File: src/rtl/fetch_ctrl.sv
// rtl/fetch_ctrl.sv - fetch PC sequencing: BTB prediction and D/E redirect arbitration
// Optional statistics outputs are enabled by defining BTB_STATS_EN.
module fetch_ctrl #(
    parameter int PCW     = 13,
    parameter int ENTRIES = 16
) (
    input  logic           CLK,
    input  logic           NRST,
    input  logic [PCW-1:0] f_pc,
    input  logic           stall,
    output logic [PCW-1:0] prepc,
    output logic           hit_predict,
    input  logic           d_redirect,
    input  logic [PCW-1:0] d_target,
    input  logic           e_redirect,
    input  logic [PCW-1:0] e_target,
    output logic           fail_predict,
    output logic [PCW-1:0] nextpc,
    input  logic           upd_valid,
    input  logic [PCW-1:0] upd_pc,
    input  logic [PCW-1:0] upd_target,
    input  logic           upd_taken
`ifdef BTB_STATS_EN
    ,
    output logic [31:0]    stat_hits,
    output logic [31:0]    stat_redirects
`endif
);

    localparam int IDXW = $clog2(ENTRIES);
    localparam int TW   = PCW - IDXW;

    logic [ENTRIES-1:0] valid_q, valid_d;
    logic [TW-1:0]      tag_q [ENTRIES];
    logic [TW-1:0]      tag_d [ENTRIES];
    logic [PCW-1:0]     tgt_q [ENTRIES];
    logic [PCW-1:0]     tgt_d [ENTRIES];
    logic [1:0]         ctr_q [ENTRIES];
    logic [1:0]         ctr_d [ENTRIES];

    logic               pend_v_q, pend_v_d;
    logic               pend_src_q, pend_src_d;
    logic [PCW-1:0]     pend_pc_q, pend_pc_d;

    logic [IDXW-1:0]    f_idx, u_idx;
    logic [TW-1:0]      f_tag, u_tag;
    logic               upd_hit;

    assign f_idx   = f_pc[IDXW-1:0];
    assign f_tag   = f_pc[PCW-1:IDXW];
    assign u_idx   = upd_pc[IDXW-1:0];
    assign u_tag   = upd_pc[PCW-1:IDXW];
    assign upd_hit = valid_q[u_idx] && (tag_q[u_idx] == u_tag);

    // Lookup reads registered state only, so a same-cycle update is not visible yet.
    always_comb begin
        hit_predict = NRST && valid_q[f_idx] && (tag_q[f_idx] == f_tag) && ctr_q[f_idx][1];
        prepc       = NRST ? tgt_q[f_idx] : '0;
    end

    always_comb begin
        valid_d = valid_q;
        tag_d   = tag_q;
        tgt_d   = tgt_q;
        ctr_d   = ctr_q;
        if (upd_valid) begin
            if (upd_hit) begin
                if (upd_taken) begin
                    if (ctr_q[u_idx] != 2'b11) ctr_d[u_idx] = ctr_q[u_idx] + 2'd1;
                    tgt_d[u_idx] = upd_target;
                end else if (ctr_q[u_idx] != 2'b00) begin
                    ctr_d[u_idx] = ctr_q[u_idx] - 2'd1;
                end
            end else if (upd_taken) begin
                valid_d[u_idx] = 1'b1;
                tag_d[u_idx]   = u_tag;
                tgt_d[u_idx]   = upd_target;
                ctr_d[u_idx]   = 2'b10;
            end
        end
    end

    // The older E request wins; a held E is never displaced by a younger D.
    always_comb begin
        pend_v_d     = pend_v_q;
        pend_src_d   = pend_src_q;
        pend_pc_d    = pend_pc_q;
        fail_predict = 1'b0;
        nextpc       = '0;
        if (NRST) begin
            if (!stall) begin
                pend_v_d = 1'b0;
                if (e_redirect) begin
                    fail_predict = 1'b1;
                    nextpc       = e_target;
                end else if (pend_v_q) begin
                    fail_predict = 1'b1;
                    nextpc       = pend_pc_q;
                end else if (d_redirect) begin
                    fail_predict = 1'b1;
                    nextpc       = d_target;
                end
            end else if (e_redirect) begin
                pend_v_d   = 1'b1;
                pend_src_d = 1'b1;
                pend_pc_d  = e_target;
            end else if (d_redirect && (!pend_v_q || !pend_src_q)) begin
                pend_v_d   = 1'b1;
                pend_src_d = 1'b0;
                pend_pc_d  = d_target;
            end
        end
    end

    always_ff @(posedge CLK) begin
        if (!NRST) begin
            valid_q  <= '0;
            pend_v_q <= 1'b0;
            for (int i = 0; i < ENTRIES; i++) ctr_q[i] <= 2'b01;
        end else begin
            valid_q    <= valid_d;
            tag_q      <= tag_d;
            tgt_q      <= tgt_d;
            ctr_q      <= ctr_d;
            pend_v_q   <= pend_v_d;
            pend_src_q <= pend_src_d;
            pend_pc_q  <= pend_pc_d;
        end
    end

`ifdef BTB_STATS_EN
    logic [31:0] stat_hits_q, stat_hits_d;
    logic [31:0] stat_redirects_q, stat_redirects_d;

    always_comb begin
        stat_hits_d      = stat_hits_q + {31'd0, (hit_predict && !stall)};
        stat_redirects_d = stat_redirects_q + {31'd0, fail_predict};
    end

    always_ff @(posedge CLK) begin
        if (!NRST) begin
            stat_hits_q      <= '0;
            stat_redirects_q <= '0;
        end else begin
            stat_hits_q      <= stat_hits_d;
            stat_redirects_q <= stat_redirects_d;
        end
    end

    assign stat_hits      = stat_hits_q;
    assign stat_redirects = stat_redirects_q;
`endif

endmodule

File: config.mk
export PLATFORM = sky130hd
export DESIGN_NAME = fetch_ctrl
export DESIGN_NICKNAME = d
export VERILOG_FILES = /design/src/rtl/fetch_ctrl.sv
export SDC_FILE = /design/constraint.sdc
export NUM_CORES = 1
export LEC_CHECK = 0
export CAP_MARGIN = 20
export CORE_UTILIZATION = 30
export CTS_CLUSTER_DIAMETER = 40
export DETAILED_ROUTE_END_ITERATION = 16
export GPL_TIMING_DRIVEN = 1
export PLACE_DENSITY = 0.5
export SLEW_MARGIN = 20
export SYNTH_ARGS = -nofsm -noshare
export SYNTH_HDL_FRONTEND = slang
export SYNTH_SLANG_ARGS = --single-unit
File: constraint.sdc
create_clock -name CLK -period 5.89 [get_ports CLK]
set_input_delay 0.589 -clock CLK [delete_from_list [all_inputs] [get_ports CLK]]
set_output_delay 0.589 -clock CLK [all_outputs]
set_load 0.05 [all_outputs]
==> results.ini, run 1 <==
[yosys]
ys_top_cells_by_area=edfxtp_1 59%, mux4_2 17%, dfxtp_1 5.2%, mux2_2 2.5%, mux2i_1 2.3%
synth_cell_types=55
ys_ff_latch=415
synth-main-ff-cell=edfxtp_1
synth_top_family_by_area=multiplexers
synthCells=1106
synth_edf_count=366
synth-simple-area-share=0.05831
synth_compound_area_frac=0.04943
synth_area_per_cell_sq_um=16.94
synth_seq_area_share=0.6391
yosys.area.top_type_share=0.5867
synth-xor-area-share=0.008416
synth_mux_area_frac=0.2221
synth_nets=1180
synth_adder_area_share=0.001336
yosys_warnings=0
async_flop_share=0
synth_area_sq_um=18730
synth_area_leader_cell=edfxtp_1

[critical_path]
crit_family=buffers and inverters
r2r_start=tag_q[17]
crit_path_max_fanout=54
required_ns=5.30
rr_worst_depth=9
crit_path_cell_trace=buf_6 > buf_4 > buf_4 > mux4_2 > mux4_2 > and2_1 > clkdlybuf4s50_1
reg2reg_to=tag_q[29]
crit_cells=7
start_kind=input pin
crit_path_top_delay_cell=clkdlybuf4s50_1
crit_type=input pin to primary output
critical_path.max_stage_delay_ns=0.70
crit_path_end_kind=primary output
rrSetupSlack_ns=1.98
path_buf_inv=4
cp_data_arrival_time_ns=4.25

[power_and_ir_drop]
ir_worst_vdd_v=0.0002517
p_per_area_nw_per_um2=349.9
p_comb_frac=0.064
clock_power_share=0.541
seq_power_share=0.395
total_power_mw=8.214
intPower_mw=6.388
p_switching_mw=1.827
p_leak_nw=7.569
swShare=0.2224

[cells_and_area]
multiInputGateArea_sq_um=6422
layout-drive-gt1-share=0.3055
seq_area_sq_um=11970
insertedDiodeCount=0
final_core_util=0.3804
mostFrequentLayoutCells=366 x edfxtp_1, 144 x mux4_2, 91 x clkdlybuf4s50_1, 79 x nor2_1, 74 x clkbuf_16
syn_to_final_growth_pct=25.31
mostFrequentLayoutCell=edfxtp_1
fillers=5804
nets=1335

[min_path]
hp-class=flop to flop
worstHoldStart=ctr_q[31]
min_to=ctr_q[31]
min_path_cells=2

[global_route]
busiest_layer=met2
grt.met3_usage=0.03033
grt_pass1_wl_mm=74.75
grt_util_all_layers=0.1619
antenna_found_initial=0
grt_remaining_overflow=0
grt_use_met2=0.2702
grt_max_degree=55
grt_pass1_vias=11400
grt_use_met1=0.2095

[cts]
ctsResizeCount=0
cts-htree-levels=3
insertion_delay_ns=0.62
cts_tree=yes
numCtsBuffers=72
cts_buffer_depth=3
post_cts_buffers=0
clk_pin_slew_ns=0.05
cts.sinks=415
cts_root_buf=clkbuf_16
ctsHoldBuffers=0

[timing]
clock-skew-final_ns=0.02884
tns_ns=0
drv_slew=0
hold_ws_ns=0.4856
tightest_slew_ns=1.060
rsz0062_at_grt=false
setup_viol=0
worst_slack_ns=1.052
relSlewSlack=0.2928
max_freq_ghz=0.2067
fin_crit_ns=4.838
hold_viol=0
final.period_utilization=0.8214

[routing]
routed_wl_mm=50.74
dr.pass1.iters=5
drtIter0Drc=784
via_count=10720
drc=0
vias_per_cell=4.971
detail_route.wl_per_cell_microns=23.53
ant_nets=0

[die]
start_util=0.3036
core_area_sq_um=61710
ioPinCount=100
num_rows=91
die_w_microns=251.9
dieArea_sq_um=63450
die_h_microns=251.9

[run]
drv_cap=0

[status]
status=completed

[place]
place_hpwl_mm=30.91
port_buffers=99
dp_slack_ns=0.9351
gp_congestion=0.7755

==> power by group through the flow <==
stage	Clock (mW)	Sequential, mW	Combinational (mW)
finish	4.45	3.24	0.526
detailed placement	0	3.30	0.533
CTS	4.53	3.24	0.534
global placement	0	3.30	0.529
floorplan	0	3.29	0.334
global route	4.65	3.24	0.563
==> synthesized netlist by cell type, drive strengths merged, types with 2 or more instances <==
master and n:
o2111ai 3, nand3b 2, or3 2, xor2 4
edfxtp 366, o21ai 16, o21a 16, xnor2 14
a21o 2, nor2 96, and2 16, a21oi 36
o221ai 5, nor3 8, buf 31, mux2 41
dfxtp 49, inv 8, mux4 145, or2 2
nand2 58, nand4 3, mux2i 43, nand3 19
o22ai 13, clkbuf 42, a22o 4, ha 2
nor4b 2, nor4 3, a21bo 6, o211ai 7
nor2b 10, a221oi 2, a22oi 8, nand2b 12
==> layout make-up <==
| class | count | area share |
|---|---|---|
| clock buffer | 85 | 0.08150 |
| clock inverter | 47 | 0.02985 |
| inverter | 9 | 0.001439 |
| multi-input combinational | 609 | 0.2736 |
| sequential | 415 | 0.5100 |
| tap | 837 | 0.04461 |
| timing repair buffer | 154 | 0.05901 |
==> registers in the layout (all words and copies together), names as in the netlist <==
| signal | cells |
|---|---|
| ctr_q | 32 |
| pend_pc_q | 13 |
| pend_src_q | 1 |
| pend_v_q | 1 |
| tag_q | 144 |
| tgt_q | 208 |
| valid_q | 16 |
==> kinds of logic (layout without fill, tap and decap cells) <==
logic type               after synthesis  after routing
flip-flops                           415            415
adder cells (fa/ha/maj)                2              2
buffers and inverters                 82            295
XOR/XNOR                              18             18
multiplexers                         229            229
AO/OA/AOI/OAI                        122            122
AND/OR/NAND/NOR                      238            238
==> worst reg2reg max path, stage by stage, from the launching register on <==
cell	delay [ns]
edfxtp_1	0.39
mux4_2	0.48
mux2i_1	0.24
xor2_1	0.10
and4b_1	0.22
o2111ai_1	0.56
or3_1	0.40
nand3_1	0.52
nor2_1	0.40
buf_4	0.27
==> through the flow <==
| step | cell area, sq um | cells |
|---|---|---|
| after floorplan | 18730 | 1106 |
| after global placement | 20840 | 2024 |
| after detailed placement | 20850 | 2024 |
| after CTS | 23460 | 2156 |
| after global routing | 23470 | 2156 |
| final | 23470 | 2156 |
==> routing by layer <==
layer / vias to the layer above / part of all wire
li1: 4761 / -
met5: - / 0
met4: 0 / 0.025
met2: 277 / 0.49
met3: 84 / 0.044
met1: 5595 / 0.44
==> worst max-delay path by stage <==
stage / startpoint / endpoint / slack (ns)
after detailed placement: f_pc[0] / prepc[2] / 0.94
after global placement: f_pc[0] / prepc[2] / 0.93
after global routing: f_pc[0] / prepc[2] / 0.77
final: f_pc[0] / prepc[5] / 1.05
after floorplan: f_pc[0] / hit_predict / 1.64
after CTS: f_pc[0] / prepc[2] / 0.94
(Power assumes the default switching activity.)
==> run 2, diff against run 1 <==
--- a/config.mk
+++ b/config.mk
@@ -10,7 +10,7 @@
 export CTS_CLUSTER_DIAMETER = 40
 export DETAILED_ROUTE_END_ITERATION = 16
 export GPL_TIMING_DRIVEN = 1
-export PLACE_DENSITY = 0.5
+export PLACE_DENSITY = 0.51
 export SLEW_MARGIN = 20
 export SYNTH_ARGS = -nofsm -noshare
 export SYNTH_HDL_FRONTEND = slang
==> constraint.sdc (replaced) <==
create_clock -name CLK -period 4 [get_ports CLK]
set_input_delay 0.4 -clock CLK [delete_from_list [all_inputs] [get_ports CLK]]
set_output_delay 0.4 -clock CLK [all_outputs]
set_load 0.05 [all_outputs]
==> run 2 against run 1 <==
Core utilization rose by 0.39 points. Register-to-register slack worse by 1.5 ns. Sequential power increased by 47%. First-iteration DRC count increased by 14%. Power increased by 48%. Design area increased by 1.0%. Global-route usage is 0.86 points higher. Via count rose by 2.8%. Sequential cell count did not move. Die area unchanged. Sequential share of layout area decreased by 0.52 points. Largest power group unchanged. Highest routed layer unchanged.
==> results.ini, run 2 (synthesis gave the netlist of run 1 again) <==
[cts]
cts.sinks=415
cts_root_buf=clkbuf_16
cts_tree=yes
cts_buffer_depth=3
ctsHoldBuffers=0
clk_pin_slew_ns=0.05
cts-htree-levels=3
post_cts_buffers=0
ctsResizeCount=0
insertion_delay_ns=0.61
numCtsBuffers=74

[power_and_ir_drop]
seq_power_share=0.393
p_leak_nw=7.689
swShare=0.2283
intPower_mw=9.379
p_per_area_nw_per_um2=512.5
ir_worst_vdd_v=0.0004846
p_switching_mw=2.775
p_comb_frac=0.068
clock_power_share=0.539

[cells_and_area]
final_area_sq_um=23710
syn_to_final_growth_pct=26.59
mostFrequentLayoutCell=edfxtp_1
insertedDiodeCount=0
mostFrequentLayoutCells=366 x edfxtp_1, 144 x mux4_2, 90 x clkdlybuf4s50_1, 80 x nor2_1, 77 x clkbuf_16
largest_register_ffs=208
layout.cells.non_filler=2179
largest_register=tgt_q
reg_top3=tgt_q x208, tag_q x144, ctr_q x32
nets=1355
layout-drive-gt1-share=0.3189

[timing]
setup_viol=0
fin_crit_ns=3.624
clock-skew-final_ns=0.03987
tightest_slew_ns=1.091
max_freq_ghz=0.2759
relSlewSlack=0.2723
drv_slew=0
hold_ws_ns=0.2329
rsz0062_at_grt=false
hold_viol=0
final.period_utilization=0.9060

[critical_path]
cpMostUsedCell=mux4_2
rr_worst_depth=9
crit_family=multiplexers
crit_path_end_kind=primary output
crit_path_top_delay_cell=mux4_2
rrSetupSlack_ns=0.46
crit_type=flop to primary output
critical_path.max_stage_delay_ns=0.56
crit_cells=6
required_ns=3.60
cp_data_arrival_time_ns=3.22
path_buf_inv=1
reg2reg_to=tag_q[45]
crit_path_max_fanout=2
r2r_start=tag_q[71]
crit_path_cell_trace=mux4_2 > mux4_2 > xnor2_1 > o2111ai_1 > nor3_1 > buf_12
start_kind=flop

[min_path]
worstHoldStart=NRST
hp-class=input pin to flop
min_path_cells=2
min_to=ctr_q[22]

[place]
port_buffers=99
post-place-cells=2041
place_hpwl_mm=34.67
placed_area_sq_um=21090
gp_congestion=0.8386

[routing]
vias_per_cell=5.056
drc=0
routed_wl_mm=52.90
dr.pass1.iters=5
via_count=11020
detail_route.wl_per_cell_microns=24.28
drtIter0Drc=895
ant_nets=0

[global_route]
grt_max_degree=49
grt_pass1_wl_mm=78.17
grt_pass1_vias=11490
grt_remaining_overflow=0
grt_util_all_layers=0.1704
antenna_found_initial=1

[status]
status=completed

[run]
drv_cap=0

[die]
core_area_sq_um=61710
ioPinCount=100
num_rows=91
start_util=0.3036
die_w_microns=251.9
dieArea_sq_um=63450
die_h_microns=251.9

-- run 2: cell count changes in the layout (fill, tap and decap cells not counted), moves of 5 or more --
cell,change
inv_6,+6
buf_4,+9
clkinvlp_4,+5
buf_12,+10
-- run 2: worst max path at each step --
stage,to,startpoint
global placement,tag_q[40],upd_pc[1]
CTS,prepc[10],f_pc[0]
detailed placement,tag_q[41],upd_pc[1]
floorplan,hit_predict,f_pc[0]
finish,hit_predict,tag_q[0]
global route,prepc[10],f_pc[0]
-- run 2: per-layer routing --
metal | vias to the layer above | routed length [microns] | track usage
met4 | 0 | 1701 | 0.06113
met5 | - | 0 | 0
met3 | 102 | 3200 | 0.03601
met1 | 5718 | 23080 | 0.2327
li1 | 4819 | - | -
met2 | 379 | 24910 | 0.2680
-- run 2: final cells by class --
| cell class | count | area [sq um] |
|---|---|---|
| Tap cell | 837 | 1047 |
| Clock buffer | 85 | 1977 |
| Timing Repair Buffer | 172 | 1643 |
| Sequential cell | 415 | 11970 |
| Multi-Input combinational cell | 609 | 6402 |
| Fill cell | 5728 | 38000 |
| Clock inverter | 52 | 639.4 |
| Inverter | 9 | 33.78 |
-- run 2: through the flow --
stage          total power [mW]  utilization  setup WS (ns)  TNS, ns
3_3_place_gp              5.692       0.3418       -0.04417  -0.6779
4_1_cts                   12.28       0.3841         0.3223        0
2_1_floorplan             5.341            -         0.1316        0
5_1_grt                   12.52       0.3843         0.2525        0
6_report                  12.15       0.3843         0.3759        0
3_5_place_dp              5.696       0.3418        -0.1315   -4.903
-- run 2: power by group through the flow --
stage	Sequential, mW	Clock [mW]	Combinational, mW
floorplan	4.85	0	0.492
global placement	4.86	0	0.834
detailed placement	4.86	0	0.837
CTS	4.77	6.66	0.840
global route	4.77	6.86	0.884
finish	4.77	6.55	0.830
